**src/rtl/sram_like_arbiter_pkg.sv**
```systemverilog
// Shared definitions for the SRAM-like two-master arbiter: bus widths,
// owner encodings and the grant state type.
package sram_like_arbiter_pkg;
  localparam int ADDR_W          = 32;
  localparam int DATA_W          = 32;
  localparam int SIZE_W          = 2;
  localparam int OUTSTANDING_DEF = 4;

  typedef enum logic {OWN_INST = 1'b0, OWN_DATA = 1'b1} owner_e;
  typedef enum logic {ST_UNLOCKED = 1'b0, ST_LOCKED = 1'b1} grant_st_e;
endpackage

```
**src/rtl/sram_like_arbiter_if.sv**
```systemverilog
// One SRAM-like port. The master drives request fields; the slave answers
// with addrok/dataok/rdata.
interface sram_like_arbiter_if;
  import sram_like_arbiter_pkg::*;
  logic              req;
  logic              wr;
  logic [SIZE_W-1:0] size;
  logic [ADDR_W-1:0] addr;
  logic [DATA_W-1:0] wdata;
  logic              addrok;
  logic              dataok;
  logic [DATA_W-1:0] rdata;

  modport master (output req, wr, size, addr, wdata, input addrok, dataok, rdata);
  modport slave  (input req, wr, size, addr, wdata, output addrok, dataok, rdata);
endinterface

```
**src/rtl/sram_like_arbiter_owner_fifo.sv**
```systemverilog
// 1-bit-wide owner FIFO: remembers which master issued each accepted request
// so in-order responses can be routed back.
module sram_like_arbiter_owner_fifo #(
  parameter int DEPTH = 4,
  parameter int PTR_W = 2
) (
  input  logic clk,
  input  logic resetn,
  input  logic i_push,
  input  logic i_din,
  input  logic i_pop,
  output logic o_head,
  output logic o_full,
  output logic o_empty
);
  localparam logic [PTR_W-1:0] PTR_ONE = PTR_W'(1);
  localparam logic [PTR_W:0]   CNT_ONE = (PTR_W+1)'(1);
  localparam logic [PTR_W:0]   CNT_MAX = (PTR_W+1)'(DEPTH);

  logic [DEPTH-1:0] r_mem;
  logic [PTR_W-1:0] r_rd_ptr, r_wr_ptr;
  logic [PTR_W:0]   r_count;
  logic             w_push, w_pop;

  assign o_full  = (r_count == CNT_MAX);
  assign o_empty = (r_count == '0);
  assign o_head  = r_mem[r_rd_ptr];
  // A pop on empty is a spurious return and must not disturb the pointers.
  assign w_push  = i_push & ~o_full;
  assign w_pop   = i_pop & ~o_empty;

  always_ff @(posedge clk or negedge resetn) begin
    if (!resetn) begin
      r_mem    <= '0;
      r_rd_ptr <= '0;
      r_wr_ptr <= '0;
      r_count  <= '0;
    end else begin
      if (w_push) begin
        r_mem[r_wr_ptr] <= i_din;
        r_wr_ptr        <= r_wr_ptr + PTR_ONE;
      end
      if (w_pop) r_rd_ptr <= r_rd_ptr + PTR_ONE;
      case ({w_push, w_pop})
        2'b10:   r_count <= r_count + CNT_ONE;
        2'b01:   r_count <= r_count - CNT_ONE;
        default: r_count <= r_count;
      endcase
    end
  end
endmodule

```
**src/rtl/sram_like_arbiter.sv**
```systemverilog
// Shares one SRAM-like slave between the inst and data masters. Data wins when
// free; a grant the slave has seen is held until addrok. Returns are in order.
module sram_like_arbiter
  import sram_like_arbiter_pkg::*;
#(
  parameter int OUTSTANDING = OUTSTANDING_DEF,
  parameter int PTR_W       = $clog2(OUTSTANDING)
) (
  input  logic                 clk,
  input  logic                 resetn,
  sram_like_arbiter_if.slave   inst,
  sram_like_arbiter_if.slave   data,
  sram_like_arbiter_if.master  bus
);
  grant_st_e r_state, w_state_nxt;
  owner_e    r_owner, w_owner_nxt, w_sel;
  logic      w_sel_req, w_accept;
  logic      w_full, w_empty, w_head;

  always_ff @(posedge clk or negedge resetn) begin
    if (!resetn) begin
      r_state <= ST_UNLOCKED;
      r_owner <= OWN_INST;
    end else begin
      r_state <= w_state_nxt;
      r_owner <= w_owner_nxt;
    end
  end

  always_comb begin
    w_state_nxt = r_state;
    w_owner_nxt = r_owner;
    w_sel       = (r_state == ST_LOCKED) ? r_owner : (data.req ? OWN_DATA : OWN_INST);
    w_sel_req   = (w_sel == OWN_DATA) ? data.req : inst.req;
    // Gating with resetn keeps the bus quiet while reset is held.
    bus.req     = w_sel_req & ~w_full & resetn;
    bus.wr      = (w_sel == OWN_DATA) ? data.wr    : inst.wr;
    bus.size    = (w_sel == OWN_DATA) ? data.size  : inst.size;
    bus.addr    = (w_sel == OWN_DATA) ? data.addr  : inst.addr;
    bus.wdata   = (w_sel == OWN_DATA) ? data.wdata : inst.wdata;
    w_accept    = bus.req & bus.addrok;
    inst.addrok = w_accept & (w_sel == OWN_INST);
    data.addrok = w_accept & (w_sel == OWN_DATA);
    case (r_state)
      ST_UNLOCKED: if (bus.req && !bus.addrok) begin
        w_state_nxt = ST_LOCKED;
        w_owner_nxt = w_sel;
      end
      ST_LOCKED: if (bus.addrok) w_state_nxt = ST_UNLOCKED;
      default: w_state_nxt = ST_UNLOCKED;
    endcase
  end

  sram_like_arbiter_owner_fifo #(.DEPTH(OUTSTANDING), .PTR_W(PTR_W)) u_owner_fifo (
    .clk     (clk),
    .resetn  (resetn),
    .i_push  (w_accept),
    .i_din   (w_sel),
    .i_pop   (bus.dataok),
    .o_head  (w_head),
    .o_full  (w_full),
    .o_empty (w_empty)
  );

  always_comb begin
    inst.dataok = bus.dataok & ~w_empty & (w_head == OWN_INST);
    data.dataok = bus.dataok & ~w_empty & (w_head == OWN_DATA);
    inst.rdata  = bus.rdata;
    data.rdata  = bus.rdata;
  end
endmodule

```
**src/flat_wrapper.sv**
```systemverilog
// flat-port wrapper written by rule: the top's interface ports become plain ports
module sram_like_arbiter_flat import sram_like_arbiter_pkg::*;
#(
  parameter int OUTSTANDING = OUTSTANDING_DEF,
  parameter int PTR_W       = $clog2(OUTSTANDING)
)
  (clk, resetn, inst_req, inst_wr, inst_size, inst_addr, inst_wdata, inst_addrok, inst_dataok, inst_rdata, data_req, data_wr, data_size, data_addr, data_wdata, data_addrok, data_dataok, data_rdata, bus_req, bus_wr, bus_size, bus_addr, bus_wdata, bus_addrok, bus_dataok, bus_rdata);
  sram_like_arbiter_if inst_i ();
  sram_like_arbiter_if data_i ();
  sram_like_arbiter_if bus_i ();
  input  logic clk;
  input  logic resetn;
  input wire logic [$bits(inst_i.req)-1:0] inst_req;
  input wire logic [$bits(inst_i.wr)-1:0] inst_wr;
  input wire logic [$bits(inst_i.size)-1:0] inst_size;
  input wire logic [$bits(inst_i.addr)-1:0] inst_addr;
  input wire logic [$bits(inst_i.wdata)-1:0] inst_wdata;
  output wire logic [$bits(inst_i.addrok)-1:0] inst_addrok;
  output wire logic [$bits(inst_i.dataok)-1:0] inst_dataok;
  output wire logic [$bits(inst_i.rdata)-1:0] inst_rdata;
  input wire logic [$bits(data_i.req)-1:0] data_req;
  input wire logic [$bits(data_i.wr)-1:0] data_wr;
  input wire logic [$bits(data_i.size)-1:0] data_size;
  input wire logic [$bits(data_i.addr)-1:0] data_addr;
  input wire logic [$bits(data_i.wdata)-1:0] data_wdata;
  output wire logic [$bits(data_i.addrok)-1:0] data_addrok;
  output wire logic [$bits(data_i.dataok)-1:0] data_dataok;
  output wire logic [$bits(data_i.rdata)-1:0] data_rdata;
  output wire logic [$bits(bus_i.req)-1:0] bus_req;
  output wire logic [$bits(bus_i.wr)-1:0] bus_wr;
  output wire logic [$bits(bus_i.size)-1:0] bus_size;
  output wire logic [$bits(bus_i.addr)-1:0] bus_addr;
  output wire logic [$bits(bus_i.wdata)-1:0] bus_wdata;
  input wire logic [$bits(bus_i.addrok)-1:0] bus_addrok;
  input wire logic [$bits(bus_i.dataok)-1:0] bus_dataok;
  input wire logic [$bits(bus_i.rdata)-1:0] bus_rdata;
  assign inst_i.req = inst_req;
  assign inst_i.wr = inst_wr;
  assign inst_i.size = inst_size;
  assign inst_i.addr = inst_addr;
  assign inst_i.wdata = inst_wdata;
  assign inst_addrok = inst_i.addrok;
  assign inst_dataok = inst_i.dataok;
  assign inst_rdata = inst_i.rdata;
  assign data_i.req = data_req;
  assign data_i.wr = data_wr;
  assign data_i.size = data_size;
  assign data_i.addr = data_addr;
  assign data_i.wdata = data_wdata;
  assign data_addrok = data_i.addrok;
  assign data_dataok = data_i.dataok;
  assign data_rdata = data_i.rdata;
  assign bus_req = bus_i.req;
  assign bus_wr = bus_i.wr;
  assign bus_size = bus_i.size;
  assign bus_addr = bus_i.addr;
  assign bus_wdata = bus_i.wdata;
  assign bus_i.addrok = bus_addrok;
  assign bus_i.dataok = bus_dataok;
  assign bus_i.rdata = bus_rdata;
  sram_like_arbiter #(.OUTSTANDING(OUTSTANDING), .PTR_W(PTR_W)) u_core (.clk(clk), .resetn(resetn), .inst(inst_i), .data(data_i), .bus(bus_i));
endmodule
```
**config.mk**
```make
export PLATFORM = sky130hd
export DESIGN_NAME = sram_like_arbiter_flat
export DESIGN_NICKNAME = d
export VERILOG_FILES = /design/src/rtl/sram_like_arbiter_pkg.sv /design/src/rtl/sram_like_arbiter_if.sv /design/src/rtl/sram_like_arbiter_owner_fifo.sv /design/src/rtl/sram_like_arbiter.sv /design/src/flat_wrapper.sv
export SDC_FILE = /design/constraint.sdc
export NUM_CORES = 1
export LEC_CHECK = 0
export ABC_AREA = 1
export CAP_MARGIN = 10
export CELL_PAD_IN_SITES_DETAIL_PLACEMENT = 1
export CELL_PAD_IN_SITES_GLOBAL_PLACEMENT = 1
export CORE_AREA = 4 4 129 131
export DETAILED_ROUTE_END_ITERATION = 8
export DIE_AREA = 0 0 133 135
export PLACE_DENSITY_LB_ADDON = 0.3
export SLEW_MARGIN = 0
export SYNTH_ARGS = -nofsm -noshare
export SYNTH_HDL_FRONTEND = slang
export SYNTH_SLANG_ARGS = --single-unit
```
**constraint.sdc**
```tcl
create_clock -name clk -period 3.8 [get_ports clk]
set_input_delay 0.38 -clock clk [delete_from_list [all_inputs] [get_ports clk]]
set_output_delay 0.38 -clock clk [all_outputs]
set_load 0.02 [all_outputs]
```
==> results of run 1 <==
==> state kept, by name (all words and copies together), names as in the netlist <==
name	count
u_core.r_state	1
u_core.u_owner_fifo.r_mem	4
u_core.r_owner	1
u_core.u_owner_fifo.r_rd_ptr	2
u_core.u_owner_fifo.r_wr_ptr	2
u_core.u_owner_fifo.r_count	3
==> stage by stage <==
step	setup WS, ps	area, um2	std cells	power [mW]	utilization, %
after floorplan	1870	2150	375	0.995	-
after global placement	872	3970	725	1.44	25.4
after detailed placement	841	3970	725	1.47	25.4
after CTS	831	4050	729	1.69	25.9
after global routing	678	4050	729	1.80	25.9
final	856	4050	729	1.65	25.9
==> metal layers <==
layer | vias to the layer above | track usage, % | wire length (um)
li1 | 1343 | - | -
met1 | 1173 | 11.4 | 3640
met2 | 133 | 19.1 | 5110
met3 | 31 | 3.32 | 973
met4 | 0 | 4.10 | 297
met5 | - | 0 | 0
==> synthesized netlist by cell type, drive strengths merged <==
| library cell | n | area share, % |
|---|---|---|
| inv | 14 | 2.4 |
| dfrtp | 13 | 15 |
| nand2 | 232 | 42 |
| xnor2 | 1 | 0.41 |
| xor2 | 3 | 1.2 |
| buf | 80 | 28 |
| fa | 1 | 0.93 |
| o21ai | 3 | 0.70 |
| a21oi | 4 | 1.5 |
| a21boi | 1 | 0.52 |
| nand4 | 10 | 2.9 |
| nor2 | 5 | 0.99 |
| nand3 | 3 | 0.93 |
| ha | 5 | 2.9 |
==> worst paths after layout <==
| kind | endpoint | startpoint | slack [ps] | depth (start not counted) |
|---|---|---|---|---|
| min in group clk | u_core.u_owner_fifo.r_mem[1] | u_core.u_owner_fifo.r_mem[1] | 480 | 2 |
| worst max-delay path | bus_addr[28] | data_req | 860 | 7 |
| worst max register to register | u_core.u_owner_fifo.r_count[2] | u_core.u_owner_fifo.r_count[0] | 1660 | 11 |
| worst min-delay path | u_core.u_owner_fifo.r_count[0] | resetn | 450 | 2 |
| max in group asynchronous | u_core.u_owner_fifo.r_rd_ptr[0] | resetn | 3190 | 2 |
| worst min register to register | u_core.u_owner_fifo.r_mem[1] | u_core.u_owner_fifo.r_mem[1] | 480 | 2 |
==> area by class of cell <==
class	count	area share, %
timing repair buffer	214	53.1
multi-input combinational	268	29.0
sequential	13	8.04
tap	216	6.68
clock buffer	4	1.95
inverter	14	1.30
==> power by group <==
| part | total (mW) | leakage, nW | switching [mW] | internal, mW |
|---|---|---|---|---|
| Sequential | 0.253 | 0.160 | 0.0493 | 0.203 |
| Clock | 0.200 | 0.0382 | 0.0587 | 0.142 |
| Combinational | 1.20 | 1.68 | 0.643 | 0.555 |
==> logic make-up (layout without fill, tap and decap cells) <==
group | after synthesis | in the layout | share of synthesized area, %
and+or+nand+nor | 250 | 250 | 46.4
DFF | 13 | 13 | 15.1
AOI/OAI and AO/OA | 8 | 8 | 2.68
xor gates and xnor gates | 4 | 4 | 1.63
buffers and inverters | 94 | 232 | 30.3
adders and majority gates | 6 | 6 | 3.84
==> results.sh, run 1 <==
export IMPL_critical_path_class="in2out"
export IMPL_antenna_cells=0
export IMPL_crit_path_start_kind="input port"
export IMPL_yosysSeqAreaShare_pct=15.1
export IMPL_drv_slew=0
export IMPL_gp_congestion=0.765
export IMPL_fin_nets=692
export IMPL_arrival_ps=2560
export IMPL_cts_buffers=3
export IMPL_drtPass1Iterations=4
export IMPL_start_util_pct=13.8
export IMPL_min_period_over_period_pct=77.5
export IMPL_path_clk_slew_ps=40
export IMPL_cp_max_fo=73
export IMPL_syn_area_um2=2150
export IMPL_regArea_um2=325
export IMPL_synthesis_nets=553
export IMPL_drcViolationCount=0
export IMPL_vias=2680
export IMPL_rows=46
export IMPL_clockBufferDepth=2
export IMPL_die_w_um=133
export IMPL_cp_num_buf_inv=3
export IMPL_slew_headroom_pct=50.1
export IMPL_cts_setup_buffers=0
export IMPL_grt_max_degree=74
export IMPL_min_path_type="in2async"
export IMPL_track_usage_pct=10.5
export IMPL_status="finished, final reports clean"
export IMPL_yosys_warnings=0
export IMPL_clock_latency_ps=240
export IMPL_finalSetupViolCount=0
export IMPL_wl_per_cell_um=13.7
export IMPL_fin_worst_skew_ps=1.14
export IMPL_cpLargestDelayFamily="buffers and inverters"
export IMPL_tns_ps=0
export IMPL_postSynthAreaPerCell_um2=5.73
export IMPL_hold_violations=0
export IMPL_vdd_ir_drop_max_v=0.000232
export IMPL_final_common_cell="nand2_1"
export IMPL_crit_required_ps=3420
export IMPL_dieHeight_um=135
export IMPL_ant_nets=0
export IMPL_port_buffers=211
export IMPL_cts_hold_fix_buffers=0
export IMPL_max_stage_delay_ps=630
export IMPL_cts_root_buffer="clkbuf_16"
export IMPL_final_layout_size_suffix_gt1_share_pct=3.51
export IMPL_hold_worst_slack_ps=447
export IMPL_pwr_density_cell_nw_per_um2=408
export IMPL_areaGrowthSynthToFinish_pct=88.4
export IMPL_synth_distinct_cells=23
export IMPL_vias_per_cell=3.68
export IMPL_cts_sinks=13
export IMPL_fmax_ghz=0.340
export IMPL_ys_seq_elements=13
export IMPL_crit_path_end_kind="output pin"
export IMPL_final_cell_mix="227 x nand2_1, 211 x clkdlybuf4s50_1, 13 x dfrtp_1"
export IMPL_place_hpwl_mm=8.34
export IMPL_grt_pass1_vias=2858
export IMPL_rsz0062_at_grt="false"
export IMPL_path_cells="clkdlybuf4s50_1, nand2_4, nand2_2, buf_4, nand2_1, nand2_1, clkdlybuf4s50_1"
export IMPL_cts_tree="done"
export IMPL_slowest_stage="clkdlybuf4s50_1"
export IMPL_nFillCells=1943
export IMPL_first_iter_violations=69
export IMPL_total_leakage_power_nw=1.88
export IMPL_wl_mm=10.0
export IMPL_coreArea_um2=15600
export IMPL_grt_antenna_before_repair=0
export IMPL_worst_slew_pin_slew_ps=748
export IMPL_grt_pass1_wl_mm=15.2
export IMPL_maxCapViolCount=0
export IMPL_gr_total_overflow=0
export IMPL_multi_input_area_um2=1170
export IMPL_dieArea_um2=18000
export IMPL_fin_crit_ps=2940
export IMPL_ios=308
export IMPL_syn_inst=375
export IMPL_cts_resized_gates=0
export IMPL_htree_levels=1
Power figures use the tool's default switching activity.
==> run 2, diff against run 1 <==
Settings changed: CORE_AREA 4 4 129 131 to 4 4 139 141, DIE_AREA 0 0 133 135 to 0 0 143 145.
Clock period 3.8 ns to 2.6 ns, I/O delays scaled along.
==> run 2 against run 1 <==
Effect of this change: register-to-register slack worse by 1200 ps; count of clock-buffer cells in the layout stayed put; die area is 15% higher; critical path depth is the same; largest power group unchanged; worst hold slack got worse by 84 ps; sequential share of layout area down 0.12 points; cell count is 2.3% higher; critical path type unchanged; critical endpoint is now bus_wdata[27]; global-route usage fell by 1.4 points; worst setup slack worse by 600 ps.
==> results.sh, run 2 (synthesized netlist as in run 1, its figures left out) <==
export IMPL_drv_slew=0
export IMPL_path_clk_slew_ps=50
export IMPL_crit_required_ps=2340
export IMPL_reg2reg_to="u_core.u_owner_fifo.r_count[2]"
export IMPL_drcViolationCount=0
export IMPL_first_iter_violations=73
export IMPL_maxCapViolCount=0
export IMPL_clock_latency_ps=250
export IMPL_drtPass1Iterations=3
export IMPL_grt_pass1_wl_mm=15.5
export IMPL_track_usage_pct=9.06
export IMPL_die_w_um=143
export IMPL_cts_tree="done"
export IMPL_dp_worst_setup_slack_ps=215
export IMPL_areaGrowthSynthToFinish_pct=91.1
export IMPL_rr_startpoint="u_core.u_owner_fifo.r_count[1]"
export IMPL_fmax_ghz=0.426
export IMPL_pwr_density_cell_nw_per_um2=595
export IMPL_finalSetupViolCount=0
export IMPL_grt_max_degree=55
export IMPL_cts_hold_fix_buffers=0
export IMPL_nFillCells=2221
export IMPL_power_switching_mw=1.10
export IMPL_crit_path_end_kind="output pin"
export IMPL_hold_violations=0
export IMPL_gp_congestion=0.728
export IMPL_min_path_type="in2async"
export IMPL_status="finished, final reports clean"
export IMPL_final_layout_size_suffix_gt1_share_pct=4.26
export IMPL_ant_nets=0
export IMPL_arrival_ps=2090
export IMPL_cts_root_buffer="clkbuf_16"
export IMPL_place_hpwl_mm=8.47
export IMPL_final_cell_mix="227 x nand2_1, 211 x clkdlybuf4s50_1, 13 x dfrtp_1"
export IMPL_vias=2736
export IMPL_rows=49
export IMPL_largest_reg_flops=4
export IMPL_switching_share_pct=45.2
export IMPL_top_layer_used="met4"
export IMPL_worst_slew_pin_slew_ps=309
export IMPL_cts_buffers=3
export IMPL_tns_ps=0
export IMPL_cts_sinks=13
export IMPL_cp_max_fo=29
export IMPL_crit_path_start_kind="input port"
export IMPL_fin_util_pct=22.9
export IMPL_rsz0062_at_grt="false"
export IMPL_pwr_share_comb_pct=72.7
export IMPL_p_int_mw=1.34
export IMPL_grt_pass1_vias=2958
export IMPL_min_period_over_period_pct=90.3
export IMPL_fin_crit_ps=2350
export IMPL_layout_setup_ws_ps=251
export IMPL_final_common_cell="nand2_1"
export IMPL_pwr_share_clk_pct=12.1
export IMPL_coreArea_um2=18000
export IMPL_dieArea_um2=20700
export IMPL_fin_worst_skew_ps=3.68
export IMPL_wl_per_cell_um=13.2
export IMPL_cts_resized_gates=0
export IMPL_vdd_ir_drop_max_v=0.000210
export IMPL_cts_setup_buffers=0
export IMPL_total_leakage_power_nw=1.91
export IMPL_antenna_cells=0
export IMPL_clockBufferDepth=2
export IMPL_dieHeight_um=145
export IMPL_dr_wl_met2_mm=5.19
export IMPL_r2r_slack_ps=470
export IMPL_reg_largest_list="u_core.u_owner_fifo.r_mem: 4 flops, u_core.u_owner_fifo.r_count: 3 flops"
export IMPL_grt_antenna_before_repair=0
export IMPL_start_util_pct=12.0
export IMPL_fin_nets=696
export IMPL_r2r_cells=11
export IMPL_wl_mm=9.86
export IMPL_seq_power_share_pct=15.2
export IMPL_largest_register="u_core.u_owner_fifo.r_mem"
export IMPL_port_buffers=211
export IMPL_slew_headroom_pct=79.4
export IMPL_wl_met3_um=834
export IMPL_critical_path_class="in2out"
export IMPL_vias_per_cell=3.67
export IMPL_wl_met1_mm=3.53
export IMPL_htree_levels=1
export IMPL_gr_total_overflow=0
export IMPL_ios=308
==> run 2: changes by cell type in the layout (fill, tap and decap cells not counted) <==
cell	delta
buf_4	+3
buf_12	+1
==> run 2: how the worst max path moves through the flow <==
stage	cells after the start	from	end	slack, ps
detailed placement	7	data_req	bus_addr[31]	220
finish	7	data_req	bus_wdata[27]	250
CTS	7	data_req	bus_addr[31]	210
floorplan	11	u_core.u_owner_fifo.r_count[1]	u_core.u_owner_fifo.r_count[2]	670
global placement	7	data_req	bus_addr[0]	250
global route	7	data_req	bus_addr[31]	140
==> run 2: worst max-delay path: stages <==
cell             delay (ps)
clkdlybuf4s50_1         520
nand2_4                  70
nand2_2                 100
buf_4                   320
nand2_1                 110
nand2_1                  90
clkdlybuf4s50_1         610
==> run 2: cell type report <==
cell class,instances,area [um2],share of cell area [%]
flip-flops and latches,13,325,7.92
clock buffers,4,78.8,1.92
inverters,14,52.6,1.28
multi-input cells,268,1170,28.6
repair buffers,218,2190,53.3
well taps,229,287,6.98
==> run 2: power by group through the flow <==
stage               clock, mW  combinational (mW)  sequential, mW
detailed placement          0                1.81           0.373
CTS                     0.307                1.83           0.372
global placement            0                1.76           0.369
floorplan                   0                1.10           0.352
global route            0.316                1.96           0.386
finish                  0.295                1.78           0.370
==> run 2: layer usage <==
metal	vias to the layer above	track usage [%]
met1	1228	9.35
met5	-	0
met3	37	2.24
met2	121	17.5
met4	0	3.04
li1	1350	-
==> run 2: through the flow <==
| step | instance area [um2] | std cells | hold WS (ps) | power [mW] |
|---|---|---|---|---|
| 2_1_floorplan | 2150 | 375 | -35.6 | 1.45 |
| 3_3_place_gp | 4030 | 742 | 476 | 2.13 |
| 3_5_place_dp | 4030 | 742 | 471 | 2.19 |
| 4_1_cts | 4110 | 746 | 377 | 2.50 |
| 5_1_grt | 4110 | 746 | 383 | 2.66 |
| 6_report | 4110 | 746 | 364 | 2.44 |
